`src/rtl/ps2_key_ctrl.sv`:
```
// PS/2 keyboard receive path: input synchronisers, 11-bit frame receiver with
// timeout, E0/F0 prefix decoder, show-ahead event FIFO and held-key bitmap.
module ps2_key_ctrl #(
    parameter int TIMEOUT_CYC = 50000,
    parameter int FIFO_DEPTH  = 4
) (
    input  logic       clk,
    input  logic       rstn,
    input  logic       PS2_CLK,
    input  logic       PS2_DATA,
    output logic       evt_valid,
    input  logic       evt_ready,
    output logic [7:0] evt_code,
    output logic       evt_ext,
    output logic       evt_break,
    output logic [7:0] key_state,
    output logic       frame_err,
    output logic       overflow
);
    localparam int AW = $clog2(FIFO_DEPTH);
    localparam int TW = $clog2(TIMEOUT_CYC) + 1;
    // Scan codes of the tracked keys, bit i of key_state <-> byte i here
    localparam logic [63:0] KEY_CODES = {8'h2D, 8'h76, 8'h5A, 8'h29,
                                         8'h23, 8'h1B, 8'h1C, 8'h1D};

    typedef enum logic [1:0] {IDLE, RECV, CHECK} state_t;

    logic          clk_meta, clk_sync, clk_prev;
    logic          data_meta, data_sync;
    logic          fall;
    state_t        state;
    logic [3:0]    bit_cnt;
    logic [7:0]    shift_reg;
    logic          parity_reg, stop_reg;
    logic [TW-1:0] tmo_cnt;
    logic          byte_valid;
    logic [7:0]    byte_data;
    logic          ext_flag, brk_flag;
    logic          emit;
    logic [7:0]    key_hit;
    logic [9:0]    mem [FIFO_DEPTH];
    logic [AW-1:0] wr_ptr, rd_ptr;
    logic [AW:0]   count;
    logic [9:0]    head_word, last_word, new_word;
    logic          full, push, pop;

    // Two-stage synchronisers plus one delayed copy of the clock for edge detect
    always_ff @(posedge clk) begin
        if (!rstn) begin
            clk_meta  <= 1'b1;
            clk_sync  <= 1'b1;
            clk_prev  <= 1'b1;
            data_meta <= 1'b1;
            data_sync <= 1'b1;
        end else begin
            clk_meta  <= PS2_CLK;
            clk_sync  <= clk_meta;
            clk_prev  <= clk_sync;
            data_meta <= PS2_DATA;
            data_sync <= data_meta;
        end
    end

    assign fall = clk_prev & ~clk_sync;

    // Frame receiver: start/data/parity/stop collection, timeout and frame check
    always_ff @(posedge clk) begin
        if (!rstn) begin
            state      <= IDLE;
            bit_cnt    <= '0;
            shift_reg  <= '0;
            parity_reg <= 1'b0;
            stop_reg   <= 1'b0;
            tmo_cnt    <= '0;
            frame_err  <= 1'b0;
            byte_valid <= 1'b0;
            byte_data  <= '0;
        end else begin
            frame_err  <= 1'b0;
            byte_valid <= 1'b0;
            case (state)
                IDLE: begin
                    if (fall && !data_sync) begin
                        state   <= RECV;
                        bit_cnt <= 4'd1;
                        tmo_cnt <= '0;
                    end
                end
                RECV: begin
                    if (fall) begin
                        tmo_cnt <= '0;
                        bit_cnt <= bit_cnt + 4'd1;
                        if (bit_cnt <= 4'd8) begin
                            shift_reg <= {data_sync, shift_reg[7:1]};
                        end else if (bit_cnt == 4'd9) begin
                            parity_reg <= data_sync;
                        end else begin
                            stop_reg <= data_sync;
                            state    <= CHECK;
                        end
                    end else if (tmo_cnt == TW'(TIMEOUT_CYC - 1)) begin
                        state     <= IDLE;
                        frame_err <= 1'b1;
                    end else begin
                        tmo_cnt <= tmo_cnt + TW'(1);
                    end
                end
                CHECK: begin
                    if ((^{shift_reg, parity_reg}) && stop_reg) begin
                        byte_valid <= 1'b1;
                        byte_data  <= shift_reg;
                    end else begin
                        frame_err <= 1'b1;
                    end
                    state <= IDLE;
                end
                default: state <= IDLE;
            endcase
        end
    end

    assign emit = byte_valid && (byte_data != 8'hE0) && (byte_data != 8'hF0);

    // Prefix flags: set by E0/F0, consumed by the next emitted code or a bad frame
    always_ff @(posedge clk) begin
        if (!rstn || frame_err) begin
            ext_flag <= 1'b0;
            brk_flag <= 1'b0;
        end else if (byte_valid) begin
            if (byte_data == 8'hE0) begin
                ext_flag <= 1'b1;
            end else if (byte_data == 8'hF0) begin
                brk_flag <= 1'b1;
            end else begin
                ext_flag <= 1'b0;
                brk_flag <= 1'b0;
            end
        end
    end

    for (genvar gi = 0; gi < 8; gi++) begin : g_key
        assign key_hit[gi] = emit && !ext_flag && (byte_data == KEY_CODES[gi*8 +: 8]);
    end

    // Held-key bitmap; updated whether or not the event fits in the FIFO
    always_ff @(posedge clk) begin
        if (!rstn) begin
            key_state <= '0;
        end else begin
            for (int i = 0; i < 8; i++) begin
                if (key_hit[i]) key_state[i] <= ~brk_flag;
            end
        end
    end

    assign evt_valid = (count != '0);
    assign full      = (count == (AW + 1)'(FIFO_DEPTH));
    assign pop       = evt_valid & evt_ready;
    assign push      = emit & (~full | pop);
    assign new_word  = {ext_flag, brk_flag, byte_data};
    assign head_word = mem[rd_ptr];
    assign {evt_ext, evt_break, evt_code} = evt_valid ? head_word : last_word;

    // Event storage; contents need no reset because the pointers define validity
    always_ff @(posedge clk) begin
        if (push) mem[wr_ptr] <= new_word;
    end

    // FIFO pointers, occupancy, overflow pulse and the held copy of the last head
    always_ff @(posedge clk) begin
        if (!rstn) begin
            wr_ptr    <= '0;
            rd_ptr    <= '0;
            count     <= '0;
            overflow  <= 1'b0;
            last_word <= '0;
        end else begin
            overflow <= emit & ~push;
            if (push) wr_ptr <= wr_ptr + AW'(1);
            if (pop)  rd_ptr <= rd_ptr + AW'(1);
            if (evt_valid) last_word <= head_word;
            case ({push, pop})
                2'b10:   count <= count + (AW + 1)'(1);
                2'b01:   count <= count - (AW + 1)'(1);
                default: count <= count;
            endcase
        end
    end
endmodule
```
`config.mk`:
```
export PLATFORM = sky130hd
export DESIGN_NAME = ps2_key_ctrl
export DESIGN_NICKNAME = d
export VERILOG_FILES = /design/src/rtl/ps2_key_ctrl.sv
export SDC_FILE = /design/constraint.sdc
export NUM_CORES = 1
export LEC_CHECK = 0
export CAP_MARGIN = 10
export CELL_PAD_IN_SITES_DETAIL_PLACEMENT = 1
export CELL_PAD_IN_SITES_GLOBAL_PLACEMENT = 1
export CORE_MARGIN = 2
export CORE_UTILIZATION = 52
export DETAILED_ROUTE_END_ITERATION = 8
export PLACE_DENSITY = 0.86
export REMOVE_ABC_BUFFERS = 1
export SLEW_MARGIN = 5
export SYNTH_ARGS = -nofsm -noshare
export SYNTH_HDL_FRONTEND = slang
export SYNTH_SLANG_ARGS = --single-unit
```
`constraint.sdc`:
```
create_clock -name clk -period 4.15 [get_ports clk]
set_clock_uncertainty 0.05 [all_clocks]
set_input_delay 0.6225 -clock clk [delete_from_list [all_inputs] [get_ports clk]]
set_output_delay 0.6225 -clock clk [all_outputs]
set_load 0.05 [all_outputs]
```
* Word level (Yosys, flattened, before mapping)
Memories as Yosys holds them, arrays and structs flattened. A register that Yosys moved wholly into a read port is not among the register bits.
Index checks and enable logic that the tools add are counted.
** Storage, ports and cells
- Register bits after elaboration :: 76
- Memory bits (writable) :: 40
- Bits of input ports :: 5
- Output and inout port bits :: 21
- Word-level logic and storage cells :: 134
- Memories kept :: 1
** Operators by class
- Add/subtract/negate cells :: 6
- Order comparisons :: 1
- Equality and inequality tests :: 26
- Mux-type cells :: 27
- Bitwise gates (word level) :: 12
- Reductions and logical operators :: 32
** Memories
- mem :: words 4, width 10, read ports 1, clocked after memory_dff 1, wr ports 1, RTL line 41 : logic [9:0] mem [FIFO_DEPTH];
** Operators with widths (count)
- $mux W17 :: 3
- $pmux W17 S2 :: 1
- $eq A8 B5 Y1 const B :: 3
- $eq A8 B6 Y1 const B :: 3
- $add A17 B1 Y17 const B :: 1
- $eq A17 B16 Y1 const B :: 1
- $eq A8 B7 Y1 const B :: 2
- $eq A8 B8 Y1 const B :: 2
- $ne A8 B8 Y1 const B :: 2
- $mux W2 :: 7
- $logic_and A1 B1 Y1 :: 13
- $ne A3 B3 Y1 const B :: 4
- $reduce_and A4 Y1 :: 3
- $mux W10 :: 1
- $mux W1 :: 9
- $reduce_and A3 Y1 :: 3
- $reduce_xor A9 Y1 :: 1
- $mux W4 :: 2
- $pmux W4 S2 :: 1
- $reduce_and A2 Y1 :: 4
- $not A1 Y1 :: 7
- $ne A2 B2 Y1 const B :: 3
- $pmux W3 S2 :: 1
- $add A2 B1 Y2 const B :: 2
- 17 further kinds :: 25

* Depth between registers and ports, before layout
Gate-level depths: netlist of the first run.
- Word-level depth :: 6
- Depth in mapped cells :: 8
- Mapped depth without buffers :: 7

* Least setup slack after synthesis of the first run
Ideal clock, no wire load.
- Kind :: register to register
- Start :: register count[0]
- End :: register count[2]
- Setup time :: 0.132 ns
- Arrival time :: 2.222 ns
- Path slack :: 1.746 ns
- Cell stages (with the launch flop) :: 9
- Buffers on the path :: 2
- Cell sequence :: dfxtp_1 -> or3_1 -> clkbuf_1 -> buf_2 -> nand3_1 -> fa_1 -> or3_1 -> a31oi_1 -> a21oi_1
** On the way
- Longest elaborated chain between the ends :: 6
- Elaborated cells between the ends (all ways) :: 12
- Those cells by class :: add/sub (2); eq/ne (3); mux (1); bitwise (4); reduce/logical (2)
** Ends and longest elaborated chain
- from (decl) :: RTL line 43 : logic [AW:0] count;
- from (signal assigned) :: RTL line 183 : 2'b10: count <= count + (AW + 1)'(1);
- from (signal assigned) :: RTL line 184 : 2'b01: count <= count - (AW + 1)'(1);
- from (signal assigned) :: RTL line 185 : default: count <= count;
- $reduce_bool A3 Y1 * :: RTL line 156 : assign evt_valid = (count != '0);
- named net evt_valid :: RTL line 11 : output logic evt_valid,
- $and A1 B1 Y1 * :: RTL line 158 : assign pop = evt_valid & evt_ready;
- $or A1 B1 Y1 :: RTL line 159 : assign push = emit & (~full | pop);
- $and A1 B1 Y1 :: RTL line 159
- $eq A2 B1 Y1 / $eq A2 B2 Y1 (equally long branches) :: RTL line 182 : case ({push, pop})
- $pmux W3 S2 / $reduce_bool A2 Y1 (equally long branches)
Mark *: on every way through the listed nets, which the timed path passes. The rest lies on a longest branch.
A chain may end at the register's enable or synchronous reset.

==> results of run 1 <==
kinds of logic after synthesis:
group	after synthesis
compound gates	78
xor+xnor	13
fa+ha+maj	12
buf+inv	33
flops	118
mux	36
simple gates	176
through the flow:
stage | utilization | area (µm²) | hold WS (ns) | std cells | setup slack (ns)
floorplan | - | 5090 | 0.3363 | 448 | 1.682
global placement | 0.5675 | 5522 | 0.3453 | 608 | 1.169
detailed placement | 0.5675 | 5522 | 0.3532 | 608 | 1.089
CTS | 0.6263 | 6093 | 0.3802 | 640 | 0.4929
global route | 0.6263 | 6093 | 0.3956 | 640 | 0.3979
finish | 0.6263 | 6093 | 0.3719 | 640 | 0.5593
worst min path at each step:
stage,from,endpoint,slack (ns)
after floorplan,clk_meta,clk_sync,0.34
after global placement,data_meta,data_sync,0.35
after global routing,data_meta,data_sync,0.40
after detailed placement,data_meta,data_sync,0.35
after CTS,clk_meta,clk_sync,0.38
final,clk_meta,clk_sync,0.37
placed cells by master (no fill, tap or decap), types with 8 or more instances in the layout:
| cell | count |
|---|---|
| and2_1 | 16 |
| or4_1 | 10 |
| nor2_1 | 43 |
| dfxtp_1 | 78 |
| inv_1 | 14 |
| clkdlybuf4s50_1 | 25 |
| mux2_2 | 9 |
| mux2i_1 | 14 |
| nand2_1 | 29 |
| nand2b_1 | 13 |
| clkbuf_16 | 16 |
| nand3_1 | 21 |
| or3_1 | 8 |
| edfxtp_1 | 40 |
| mux4_2 | 10 |
| ha_1 | 11 |
| o21ai_0 | 18 |
| a21oi_1 | 24 |
| o31ai_1 | 9 |
metal layers:
layer	share of wire	track usage	vias up
met5	0	0	-
met4	0.024	0.1081	0
met3	0.032	0.06923	26
met2	0.52	0.4423	72
met1	0.42	0.2840	1872
li1	-	-	1765
report_power, final:
group          switching [mW]  total (mW)  internal (mW)
combinational           0.437       0.711          0.274
sequential             0.0622        1.32           1.26
clock                   0.547        1.40          0.857
layout make-up:
type	count	share of cell area
sequential	118	0.4534
multi-input combinational	315	0.3727
clock buffer	18	0.06858
timing repair buffer	27	0.04353
tap	133	0.02731
clock inverter	14	0.02526
inverter	15	0.009240
==> qor.csv, run 1 <==
metric,value,unit
status,finished clean,
yosysWarnings,0,
fmax,278.5,MHz
num-nets-final,511,
postCtsSetupBuffers,0,
synth_fa_ha_area_frac,0.03048,
synth_top_family_by_area,simple AND/OR/NAND/NOR gates,
r2r_end,count[2],
dp_hpwl,8178,µm
antennaDiodeCount,0,
holdPathStages,1,
path_class,reg2out,
reg_top3,"mem (40), tmo_cnt (17), last_word (10)",
gp_congestion,0.7919,
antenna_found_initial,0,
drt_iter0_drc,134,
tritoncts,yes,
synth-edff-count,40,
ys_types,61,
cts_resized,0,
endpoint_kind,primary output,
clockBufferDepth,2,
ys_ff_latch,118,
synth_compound_area_frac,0.1011,
synth_simple_gate_area_frac,0.1802,
hold_class,reg2reg,
grt_max_degree,35,
crit_required,3.48,ns
finalCriticalPeriod,3.591,ns
final.period_utilization,0.8652,
drive_above_1_share,0.1282,
htreeDepth,4,
crit_arrival,2.92,ns
finalSetupTns,0,ns
crit_path_max_incr_delay,0.74,ns
cts_inserted_buffers,17,
vias_per_cell,5.836,
top_register,mem,
crit_path_start_kind,register,
cts_root_buf,clkbuf_8,
synth_area,5172,µm²
die_y,103.7,µm
path_buf_inv,1,
area_growth,17.80,%
synth_mux_area_frac,0.09966,
yosysTopAreaCell,dfxtp_1,
crit_slowest_cell,dfxtp_1,
power,3.438,mW
leakage,2.084,nW
hold_viol,0,
slew-limit-headroom,0.3188,
ys_seq_area_frac,0.5341,
multi_input_comb_area,2271,µm²
vdd_drop_max,0.0003410,V
seq_area,2763,µm²
rr_worst_depth,7,
largest_reg_flops,40,
cp.depth,3,
synth_top_area_share,0.3019,
grt_pass1_vias,3980,
clock_latency,0.53,ns
ios,26,
drc,0,
ant_nets,0,
setup_viol,0,
path_cells,"mux4_2, mux2_2, clkdlybuf4s50_1",
synth_ff_type,dfxtp_1,
synthArstFlopShare,0,
tightest_slew,1.022,ns
wl_per_cell,19.94,µm
yosysMostFrequentCell,dfxtp_1,
overflow,0,
netlist_top_cells_count,"dfxtp_1, nor2_1, edfxtp_1",
clock_sinks,118,
drv_slew,0,
rsz0062_at_grt,no,
initial_core_util,0.5316,
synth-xor-area-share,0.02758,
core_area,9729,µm²
die_w,103.7,µm
reg2reg_from,byte_data[5],
firstDrtPassIters,4,
rows,36,
crit_family,multiplexers,
syn_avg_cell_area,11.10,µm²
num_vias,3735,
fillerInstances,1024,
netlist_instances,466,
rrSetupSlack,1.23,ns
drt-total-wl,12760,µm
crit_fanout,10,
powerDensity,564.3,nW/µm²
path_clk_slew,0.06,ns
worstSetupEndpoint,evt_code[5],
grt_pass1_wl,20880,µm
cap_violations,0,
grtUsageTotal,0.2503,
synthTopCellsByArea,"dfxtp_1, edfxtp_1, mux4_2, nor2_1, mux2i_1",
numPortBuffers,25,
die_area,10760,µm²
ctsHoldBuffers,0,
Note: power is estimated with default switching activity, not from simulation.
==> run 2, diff against run 1 <==
- CTS_CLUSTER_DIAMETER: unset -> 50
==> results of run 2 <==
The final DEF is identical to that of run 1; final timing and power are the same.
